**src/rtl/mirfak_alu_decode_pkg.sv**
```systemverilog
// Shared ALU control encodings, RV32I opcode/funct constants and the packed decode word.
// Included by the decode stage and the ALU so the encodings exist in one place only.
package mirfak_alu_decode_pkg;

    localparam logic [1:0] ALU_OP_ADDER   = 2'b00;
    localparam logic [1:0] ALU_OP_LOGIC   = 2'b01;
    localparam logic [1:0] ALU_OP_SHIFT   = 2'b10;
    localparam logic [1:0] ALU_OP_COMPARE = 2'b11;

    localparam logic ADDER_OP_ADD = 1'b0;
    localparam logic ADDER_OP_SUB = 1'b1;

    localparam logic [1:0] LOGIC_OP_AND = 2'b00;
    localparam logic [1:0] LOGIC_OP_OR  = 2'b01;
    localparam logic [1:0] LOGIC_OP_XOR = 2'b10;

    localparam logic [1:0] SHIFT_OP_LL = 2'b00;
    localparam logic [1:0] SHIFT_OP_LR = 2'b01;
    localparam logic [1:0] SHIFT_OP_AR = 2'b10;

    localparam logic COMPARE_LT  = 1'b0;
    localparam logic COMPARE_LTU = 1'b1;

    localparam logic [6:0] OPC_OP     = 7'b0110011;
    localparam logic [6:0] OPC_OP_IMM = 7'b0010011;
    localparam logic [6:0] OPC_LUI    = 7'b0110111;
    localparam logic [6:0] OPC_AUIPC  = 7'b0010111;

    localparam logic [2:0] F3_ADD_SUB = 3'b000;
    localparam logic [2:0] F3_SLL     = 3'b001;
    localparam logic [2:0] F3_SLT     = 3'b010;
    localparam logic [2:0] F3_SLTU    = 3'b011;
    localparam logic [2:0] F3_XOR     = 3'b100;
    localparam logic [2:0] F3_SRL_SRA = 3'b101;
    localparam logic [2:0] F3_OR      = 3'b110;
    localparam logic [2:0] F3_AND     = 3'b111;

    localparam logic [6:0] F7_BASE = 7'h00;
    localparam logic [6:0] F7_ALT  = 7'h20;

    typedef struct packed {
        logic        illegal;
        logic        rd_we;
        logic [4:0]  rd;
        logic [1:0]  alu_op;
        logic        compare_op;
        logic [1:0]  shift_op;
        logic [1:0]  logic_op;
        logic        adder_op;
        logic [31:0] b;
        logic [31:0] a;
    } alu_ctrl_t;

    function automatic logic [31:0] sext_i_imm(input logic [31:0] inst);
        return {{20{inst[31]}}, inst[31:20]};
    endfunction

endpackage

```
**src/rtl/mirfak_skid_buffer.sv**
```systemverilog
// Generic 2-entry valid/ready skid buffer: output register plus one skid slot,
// with ready_o driven straight from a flop.
module mirfak_skid_buffer #(
    parameter int unsigned WIDTH      = 32,
    parameter bit          RESET_DATA = 1'b1
) (
    input  logic             clk_i,
    input  logic             rst_i,
    input  logic             flush_i,
    input  logic             valid_i,
    output logic             ready_o,
    input  logic [WIDTH-1:0] data_i,
    output logic             valid_o,
    input  logic             ready_i,
    output logic [WIDTH-1:0] data_o
);

    logic             out_valid_q, out_valid_d;
    logic             skid_valid_q, skid_valid_d;
    logic             ready_q, ready_d;
    logic [WIDTH-1:0] out_data_q, out_data_d;
    logic [WIDTH-1:0] skid_data_q, skid_data_d;
    logic             accept, consume;

    assign accept  = valid_i & ready_q;
    assign consume = out_valid_q & ready_i;

    always_comb begin
        out_valid_d  = out_valid_q;
        skid_valid_d = skid_valid_q;
        out_data_d   = out_data_q;
        skid_data_d  = skid_data_q;
        if (flush_i) begin
            out_valid_d  = 1'b0;
            skid_valid_d = 1'b0;
        end else if (!out_valid_q || consume) begin
            // ready_q is low while the skid slot is full, so no accept can race the refill.
            if (skid_valid_q) begin
                out_valid_d  = 1'b1;
                out_data_d   = skid_data_q;
                skid_valid_d = 1'b0;
            end else begin
                out_valid_d = accept;
                if (accept) begin
                    out_data_d = data_i;
                end
            end
        end else if (accept) begin
            skid_valid_d = 1'b1;
            skid_data_d  = data_i;
        end
        ready_d = !skid_valid_d;
    end

    always_ff @(posedge clk_i or posedge rst_i) begin
        if (rst_i) begin
            out_valid_q  <= 1'b0;
            skid_valid_q <= 1'b0;
            ready_q      <= 1'b1;
        end else begin
            out_valid_q  <= out_valid_d;
            skid_valid_q <= skid_valid_d;
            ready_q      <= ready_d;
        end
    end

    if (RESET_DATA) begin : g_data_rst
        always_ff @(posedge clk_i or posedge rst_i) begin
            if (rst_i) begin
                out_data_q  <= '0;
                skid_data_q <= '0;
            end else begin
                out_data_q  <= out_data_d;
                skid_data_q <= skid_data_d;
            end
        end
    end else begin : g_data_nrst
        always_ff @(posedge clk_i) begin
            out_data_q  <= out_data_d;
            skid_data_q <= skid_data_d;
        end
    end

    assign ready_o = ready_q;
    assign valid_o = out_valid_q;
    assign data_o  = out_data_q;

endmodule

```
**src/rtl/mirfak_alu_decode.sv**
```systemverilog
// RV32I OP/OP-IMM/LUI/AUIPC decode stage: builds the ALU control word combinationally
// and registers it through a skid buffer toward the execute stage.
module mirfak_alu_decode
    import mirfak_alu_decode_pkg::*;
#(
    parameter bit RESET_PC_ZERO = 1'b1
) (
    input  logic        clk_i,
    input  logic        rst_i,
    input  logic        flush_i,
    input  logic        valid_i,
    output logic        ready_o,
    input  logic [31:0] instruction_i,
    input  logic [31:0] pc_i,
    input  logic [31:0] rs1_data_i,
    input  logic [31:0] rs2_data_i,
    output logic        valid_o,
    input  logic        ready_i,
    output logic [31:0] operand_a_o,
    output logic [31:0] operand_b_o,
    output logic        adder_op_o,
    output logic [1:0]  logic_op_o,
    output logic [1:0]  shift_op_o,
    output logic        compare_op_o,
    output logic [1:0]  alu_op_o,
    output logic [4:0]  rd_o,
    output logic        rd_we_o,
    output logic        illegal_o
);

    localparam int unsigned CtrlWidth = $bits(alu_ctrl_t);

    alu_ctrl_t  dec_ctrl;
    alu_ctrl_t  out_ctrl;
    logic [6:0] opcode, funct7;
    logic [2:0] funct3;
    logic [4:0] rd;
    logic       is_imm, f7_base, f7_alt, legal;

    assign opcode  = instruction_i[6:0];
    assign rd      = instruction_i[11:7];
    assign funct3  = instruction_i[14:12];
    assign funct7  = instruction_i[31:25];
    assign is_imm  = (opcode == OPC_OP_IMM);
    assign f7_base = (funct7 == F7_BASE);
    assign f7_alt  = (funct7 == F7_ALT);

    always_comb begin
        dec_ctrl = '0;
        legal    = 1'b0;
        unique case (opcode)
            OPC_OP, OPC_OP_IMM: begin
                dec_ctrl.a = rs1_data_i;
                dec_ctrl.b = is_imm ? sext_i_imm(instruction_i) : rs2_data_i;
                // For OP-IMM, funct7 is part of the immediate except on shifts.
                case (funct3)
                    F3_ADD_SUB: begin
                        dec_ctrl.alu_op   = ALU_OP_ADDER;
                        dec_ctrl.adder_op = (!is_imm && f7_alt) ? ADDER_OP_SUB : ADDER_OP_ADD;
                        legal             = is_imm || f7_base || f7_alt;
                    end
                    F3_SLL: begin
                        dec_ctrl.alu_op   = ALU_OP_SHIFT;
                        dec_ctrl.shift_op = SHIFT_OP_LL;
                        legal             = f7_base;
                    end
                    F3_SLT: begin
                        dec_ctrl.alu_op     = ALU_OP_COMPARE;
                        dec_ctrl.compare_op = COMPARE_LT;
                        legal               = is_imm || f7_base;
                    end
                    F3_SLTU: begin
                        dec_ctrl.alu_op     = ALU_OP_COMPARE;
                        dec_ctrl.compare_op = COMPARE_LTU;
                        legal               = is_imm || f7_base;
                    end
                    F3_XOR: begin
                        dec_ctrl.alu_op   = ALU_OP_LOGIC;
                        dec_ctrl.logic_op = LOGIC_OP_XOR;
                        legal             = is_imm || f7_base;
                    end
                    F3_SRL_SRA: begin
                        dec_ctrl.alu_op   = ALU_OP_SHIFT;
                        dec_ctrl.shift_op = f7_alt ? SHIFT_OP_AR : SHIFT_OP_LR;
                        legal             = f7_base || f7_alt;
                    end
                    F3_OR: begin
                        dec_ctrl.alu_op   = ALU_OP_LOGIC;
                        dec_ctrl.logic_op = LOGIC_OP_OR;
                        legal             = is_imm || f7_base;
                    end
                    default: begin
                        dec_ctrl.alu_op   = ALU_OP_LOGIC;
                        dec_ctrl.logic_op = LOGIC_OP_AND;
                        legal             = is_imm || f7_base;
                    end
                endcase
            end
            OPC_LUI: begin
                dec_ctrl.b = {instruction_i[31:12], 12'b0};
                legal      = 1'b1;
            end
            OPC_AUIPC: begin
                dec_ctrl.a = pc_i;
                dec_ctrl.b = {instruction_i[31:12], 12'b0};
                legal      = 1'b1;
            end
            default: legal = 1'b0;
        endcase
        // Illegal entries carry only the flag and rd; operands and op fields are zeroed.
        if (!legal) begin
            dec_ctrl         = '0;
            dec_ctrl.illegal = 1'b1;
        end
        dec_ctrl.rd    = rd;
        dec_ctrl.rd_we = legal && (rd != 5'd0);
    end

    mirfak_skid_buffer #(
        .WIDTH      (CtrlWidth),
        .RESET_DATA (RESET_PC_ZERO)
    ) u_skid (
        .clk_i   (clk_i),
        .rst_i   (rst_i),
        .flush_i (flush_i),
        .valid_i (valid_i),
        .ready_o (ready_o),
        .data_i  (dec_ctrl),
        .valid_o (valid_o),
        .ready_i (ready_i),
        .data_o  (out_ctrl)
    );

    assign operand_a_o  = out_ctrl.a;
    assign operand_b_o  = out_ctrl.b;
    assign adder_op_o   = out_ctrl.adder_op;
    assign logic_op_o   = out_ctrl.logic_op;
    assign shift_op_o   = out_ctrl.shift_op;
    assign compare_op_o = out_ctrl.compare_op;
    assign alu_op_o     = out_ctrl.alu_op;
    assign rd_o         = out_ctrl.rd;
    assign rd_we_o      = out_ctrl.rd_we;
    assign illegal_o    = out_ctrl.illegal;

endmodule

```
**config.mk**
```make
export PLATFORM = sky130hd
export DESIGN_NAME = mirfak_alu_decode
export DESIGN_NICKNAME = d
export VERILOG_FILES = /design/src/rtl/mirfak_alu_decode_pkg.sv /design/src/rtl/mirfak_skid_buffer.sv /design/src/rtl/mirfak_alu_decode.sv
export SDC_FILE = /design/constraint.sdc
export NUM_CORES = 1
export LEC_CHECK = 0
export ABC_AREA = 1
export CAP_MARGIN = 25
export CORE_AREA = 2 2 133 135
export DETAILED_ROUTE_END_ITERATION = 16
export DIE_AREA = 0 0 135 137
export PLACE_DENSITY = 0.9
export SYNTH_ARGS = -nofsm -noshare
export SYNTH_HDL_FRONTEND = slang
export SYNTH_SLANG_ARGS = --single-unit
```
**constraint.sdc**
```tcl
create_clock -name clk_i -period 9.9 [get_ports clk_i]
set_clock_uncertainty 0.05 [all_clocks]
set_input_delay 1.98 -clock clk_i [delete_from_list [all_inputs] [get_ports clk_i]]
set_output_delay 1.98 -clock clk_i [all_outputs]
set_load 0.01 [all_outputs]
```
* Word level (Yosys, flattened, before mapping)
Cells that the tools add are included.
Word-level totals: memories 0, memory bits (writable) 0, bits in read-only memories 0, input port bits 133, flip-flop bits (word level) 161, word-level logic and storage cells 62, output and inout bits 81, bits in latches 0
Cells by class: multiplexer cells 22, $add $sub $neg 0, reduce and logical (&&, ||, !) cells 20, equal/unequal tests 11, bitwise logic cells 4, shifts and indexed selects 0, divide/modulo/power cells 0, order comparisons 0, multiply operators 0
Operators with widths (count):
- $mux W79 | 3
- $pmux W32 S2 | 2
- $mux W32 | 1
- $eq A7 B6 Y1 const B | 3
- $eq A7 B5 Y1 const B | 2
- $eq A3 B3 Y1 const B | 3
- $mux W1 | 9
- $mux W8 | 1
- $reduce_or A2 Y1 | 4
- $logic_not A7 Y1 | 1
- $eq A3 B2 Y1 const B | 2
- $pmux W2 S3 | 1
- $reduce_and A3 Y1 | 2
- $reduce_bool A5 Y1 | 1
- $logic_or A1 B1 Y1 | 4
- $mux W2 | 2
- $pmux W2 S2 | 1
- $reduce_bool A2 Y1 | 2
- $eq A3 B1 Y1 const B | 1
- $logic_not A1 Y1 | 3
- $logic_not A3 Y1 | 1
- $pmux W1 S3 | 1
- $and A1 B1 Y1 | 2
- $logic_and A1 B1 Y1 | 2
- other kinds (2) | 3

* Longest topological paths before layout
depth in word-level cells 9, gate-level depth with buffers 13, depth with buffers taken out 12

* Modules after synthesis
Synthesis repeated with hierarchy kept, for this count alone.
Second synthesis, totals: cell total of the unflattened synthesis 1366, area, all modules 9293.9 µm²
Modules (own cells, without submodules):
- mirfak_skid_buffer | cells each 954, instances 1, area each 7274.5 µm², seq. area each 4030.1 µm²
- mirfak_alu_decode | cells each 412, instances 1, area each 2019.4 µm², seq. area each 0.0 µm²

* Worst setup path after synthesis
OpenSTA, ideal clock, no wires.
path kind input -> register, start input ready_i, end register u_skid.skid_data_q[10], arrival 2.931 ns, slack 6.787 ns, required time 9.718 ns, buffers on the path 3, cell stages on the path 9, cells stage by stage nor2_1 > inv_1 > nor2_1 > nand3_1 > buf_2 > buf_6 > buf_2 > nand2_1 > o21ai_1
On the way: longest elaborated chain between the ends 4
Ends and longest elaborated chain:
- start: declaration | RTL line mirfak_alu_decode.sv:18 | input logic ready_i,
- $and A1 B1 Y1 | RTL line mirfak_skid_buffer.sv:26 | assign consume = out_valid_q & ready_i;
- $logic_or A1 B1 Y1 | RTL line mirfak_skid_buffer.sv:36 | end else if (!out_valid_q || consume) begin
- $not A1 Y1 (no source line)
- $reduce_and A3 Y1 (no source line)
- end signal: assignment | RTL line mirfak_skid_buffer.sv:74 | skid_data_q <= skid_data_d;
- end: declaration | RTL line mirfak_skid_buffer.sv:22 | logic [WIDTH-1:0] skid_data_q, skid_data_d;
No other way between the ends. A chain may end at the register's enable or synchronous reset.

* Worst setup path after layout
start input instruction_i[4], end register u_skid.out_data_q[54], in the netlist u_skid.data_o[54]
On the way: longest elaborated chain between the ends 8, elaborated cells on any way between the ends 15, those cells by class eq/ne (4); mux (7); reduce/logical (4)
Ends and longest elaborated chain:
- start: declaration | RTL line mirfak_alu_decode.sv:13 | input logic [31:0] instruction_i,
- $eq A7 B5 Y1 | RTL line mirfak_alu_decode.sv:44, mirfak_alu_decode.sv:51
- $logic_or A1 B1 Y1
- $logic_or A1 B1 Y1 | RTL line mirfak_alu_decode.sv:60 | legal = is_imm || f7_base || f7_alt;
- $pmux W1 S3 | RTL line mirfak_alu_decode.sv:56 | case (funct3)
- $pmux W1 S2 | RTL line mirfak_alu_decode.sv:51 | unique case (opcode)
- $mux W79 * | RTL line mirfak_alu_decode.sv:111 | if (!legal) begin
- $mux W79 * | RTL line mirfak_skid_buffer.sv:44 | if (accept) begin
- $mux W79 * | RTL line mirfak_skid_buffer.sv:38 | if (skid_valid_q) begin
- end signal: assignment | RTL line mirfak_skid_buffer.sv:73 | out_data_q <= out_data_d;
- end: declaration | RTL line mirfak_skid_buffer.sv:21 | logic [WIDTH-1:0] out_data_q, out_data_d;
Every way passes the cells marked *; elsewhere a longest branch is shown, timed or not. The select of a mux whose other input is x is not followed.

==> results.md <==
* Mean routed wirelength per cell at about 14 um
* Final count of pins violating max slew at 0
* HP Class: register to register
* Initial core utilization at 0.495
* Worst Setup EP: u_skid.data_o[54]
* CTS Buf Count at 17
* WP depth at 12
* Number of core rows at 48
* Vias per cell at about 5.1
* Root Buffer: clkbuf_16
* FF-to-FF End: u_skid.data_o[10]
* Area after DPL at 0.0105 mm^2
* Fin. Hold Viols at 0
* WP data required at roughly 10 ns
* Final setup fails at 0
* Mapped Area at 0.00844 mm^2
* Post-synthesis simple-gate area fraction at 0.395
* Final #Nets at about 1500
* Drt drc at 0
* Setup TNS at 0 ns
* Crit-path cells: clkdlybuf4s50_1 -> nand2_1 -> nor2_4 -> nand2_1 -> nand2_1 -> nand2_1 -> nand2_1 -> nand2_1 -> nand2_1 -> nand2_1 -> nand2_1 -> nand2_1
* Clock tree from TritonCTS: built
* Reg2reg path depth at 8
* CP delay by family, top: simple AND/OR/NAND/NOR gates
* I/O Buffers at 213
* Worst hold start: u_skid.data_o[67]
* Final wirelength at 23500 um
* Drt initial violations at about 770
* Status: finished, final reports clean
* Worst-skew pair later-pin latency at 0.42 ns
* Number of synthesis warnings at 0
* H-Tree Depth at 4
* F_max at about 0.20 GHz
* Die Span Y at between 100 and 150 um
* Design area at ~0.011 mm^2
* Initial antenna violation count at 1
* Synth cell types at 28
* Synth Net Count at 1359
* Crit. End Element: register
* Post-synthesis adder-cell area fraction at 0
* Crit path largest cell delay at between 0.9 and 1 ns
* GR peak layer: met2
* Maximum VDD drop at about 0.12 mV
* Tightest Pin Transition at ~1.1 ns
* Final worst path period share at 0.493
* CP arrival at 5.15 ns
* Post-Synthesis Mean Instance Area at 6.89 um^2
* Area fraction in compound gates after synthesis at 0.0668
* Tot GR Track Use at 0.254
* Cell repeated most along the worst path: nand2_1
* Die area at between 0.015 and 0.02 mm^2
* Layout cells sized above 1 at 0.0414
* Startpoint Class: input port
* Largest net degree at the start of global routing at ~110
* First-pass GRT wire length at between 30000 and 40000 um
* Core area at ~0.017 mm^2
* Hold_buf cts at 0
* Layout area overhead at 32.6%
* Cell Pwr Density at between 100 and 150 mW/mm^2
* Slowest CP cell: nand2_1
* Slew Limit Headroom at 0.298
* Critical-path maximum fanout at 46
* Met3 Use GR at 0.0426
* Vias in the first global route at roughly 7600
* Flops & latches, synth at 161
* Pre-antenna DRT Iters at 5
* RSZ-0062 raised after global routing: no
* Via count at between 8000 and 9000
* Fin Hold WS at 0.427 ns
* Met1 usage in global routing at 0.335
* Post-layout power at around 1.6 mW
* Clk pin slew, worst setup/hold paths at 0.07 ns
* Register area share after synthesis at 0.477
* Max clock buf depth at 2
* Dpl hpwl at 15200 um
* GR Util met2 at 0.406
* Setup bufs post-CTS at 0
* Clk sink count at 161
* Leakage power figure at 6.13 nW
* Placed cells at 1591
* Crit path time final at between 4 and 5 ns
* Most frequent cells in the layout: 625 x nand2_1, 213 x clkdlybuf4s50_1, 174 x nor2_1
* Grt ovf at 0
* R2R setup slack at a little over 7 ns
* Maxcap violations at 0
* Syn Inst Count at around 1200
* CP Buf/Inv Count at 1
* RR Startpoint: u_skid.skid_valid_q
* Share of cell area taken by muxes after synthesis at 0
* WS Path Type: input port to register
* Post-Synth XOR/XNOR Area at 0
* Post-CTS Resized at 0
* Largest family of logic cells by synthesized area: simple AND/OR/NAND/NOR gates
* Post-DRT Antenna Nets at 0
* IO Pins at between 200 and 250
* Leading cell type in the layout, fill and taps excluded: nand2_1
* Die X at 135 um
* Fin cells at roughly 1600
* Critical Path Start: instruction_i[4]
* RD Place Congestion at approximately 0.87
==> cells by family (layout without fill, tap and decap cells) <==
family                 after synthesis  in the layout
other                                0              1
flip-flops                         161            161
AO/OA/AOI/OAI                      111            111
AND/OR/NAND/NOR                    854            854
buffers and inverters              100            274
==> report_power, final <==
part	leakage (nW)	switching, mW	internal (mW)
Clock	0.297	0.293	0.405
Combinational	3.62	0.100	0.102
Sequential	2.21	0.0139	0.682
==> how the worst min path moves through the flow <==
stage,end,slack [ns],cells past startpoint
after floorplan,u_skid.skid_data_q[68],0.40,2
after global placement,u_skid.data_o[10],0.41,2
after detailed placement,u_skid.data_o[12],0.41,2
after CTS,u_skid.data_o[4],0.43,2
after global routing,u_skid.data_o[50],0.45,2
final,u_skid.data_o[67],0.43,2
==> routing by layer <==
layer	vias to the layer above	wire [um]
met5	-	0
met4	0	924
met3	68	1370
met2	339	11200
met1	3814	9930
li1	4098	-
==> flip-flops by register name (all words and copies together) (netlist names) <==
register	flops
u_skid.data_o	79
u_skid.valid_o	1
u_skid.skid_valid_q	1
u_skid.skid_data_q	79
u_skid.ready_o	1
==> cells in the mapped netlist <==
library cell | instances | area share
nor3_1 | 2 | 0.0012
nand2_2 | 2 | 0.0015
buf_2 | 11 | 0.0065
a21oi_1 | 5 | 0.0030
nand2_8 | 1 | 0.0024
nand2_4 | 2 | 0.0027
nor3_4 | 1 | 0.0019
clkbuf_1 | 51 | 0.023
o21ai_0 | 27 | 0.016
inv_2 | 3 | 0.0013
clkinv_1 | 1 | 0.00044
nor2_1 | 174 | 0.077
inv_1 | 16 | 0.0071
a211oi_1 | 1 | 0.00089
nor2_4 | 2 | 0.0027
buf_6 | 14 | 0.019
a2bb2oi_1 | 1 | 0.0010
or2_1 | 1 | 0.00074
nand3_2 | 1 | 0.0012
buf_4 | 3 | 0.0027
nand3_1 | 39 | 0.023
nor4_1 | 3 | 0.0022
dfstp_2 | 1 | 0.0031
o21ai_1 | 76 | 0.045
clkinv_4 | 1 | 0.0010
dfrtp_1 | 160 | 0.47
o211ai_1 | 1 | 0.00089
nand2_1 | 626 | 0.28
==> through the flow <==
stage	utilization	setup slack [ns]
after floorplan	-	3.52
after global placement	0.615	4.77
after detailed placement	0.617	4.68
after CTS	0.653	5.08
after global routing	0.656	4.84
final	0.656	5.02
==> worst register-to-register path, cell delays in order, from the launching register on <==
cell     delay, ns
dfrtp_1       0.44
inv_4         0.42
a21oi_1       0.27
nand2_4       0.18
buf_16        0.32
buf_4         0.61
nor2_1        0.12
nand2_1       0.09
nand2_1       0.05
==> area by class of cell <==
type,count,area (um^2)
inverter,21,91.3
clock inverter,15,193
multi-input combinational,965,3920
fill,1442,5860
tap,225,282
clock buffer,17,425
antenna,1,2.50
sequential,161,4030
timing repair buffer,221,2250
Note: power is estimated with default switching activity, not from simulation.
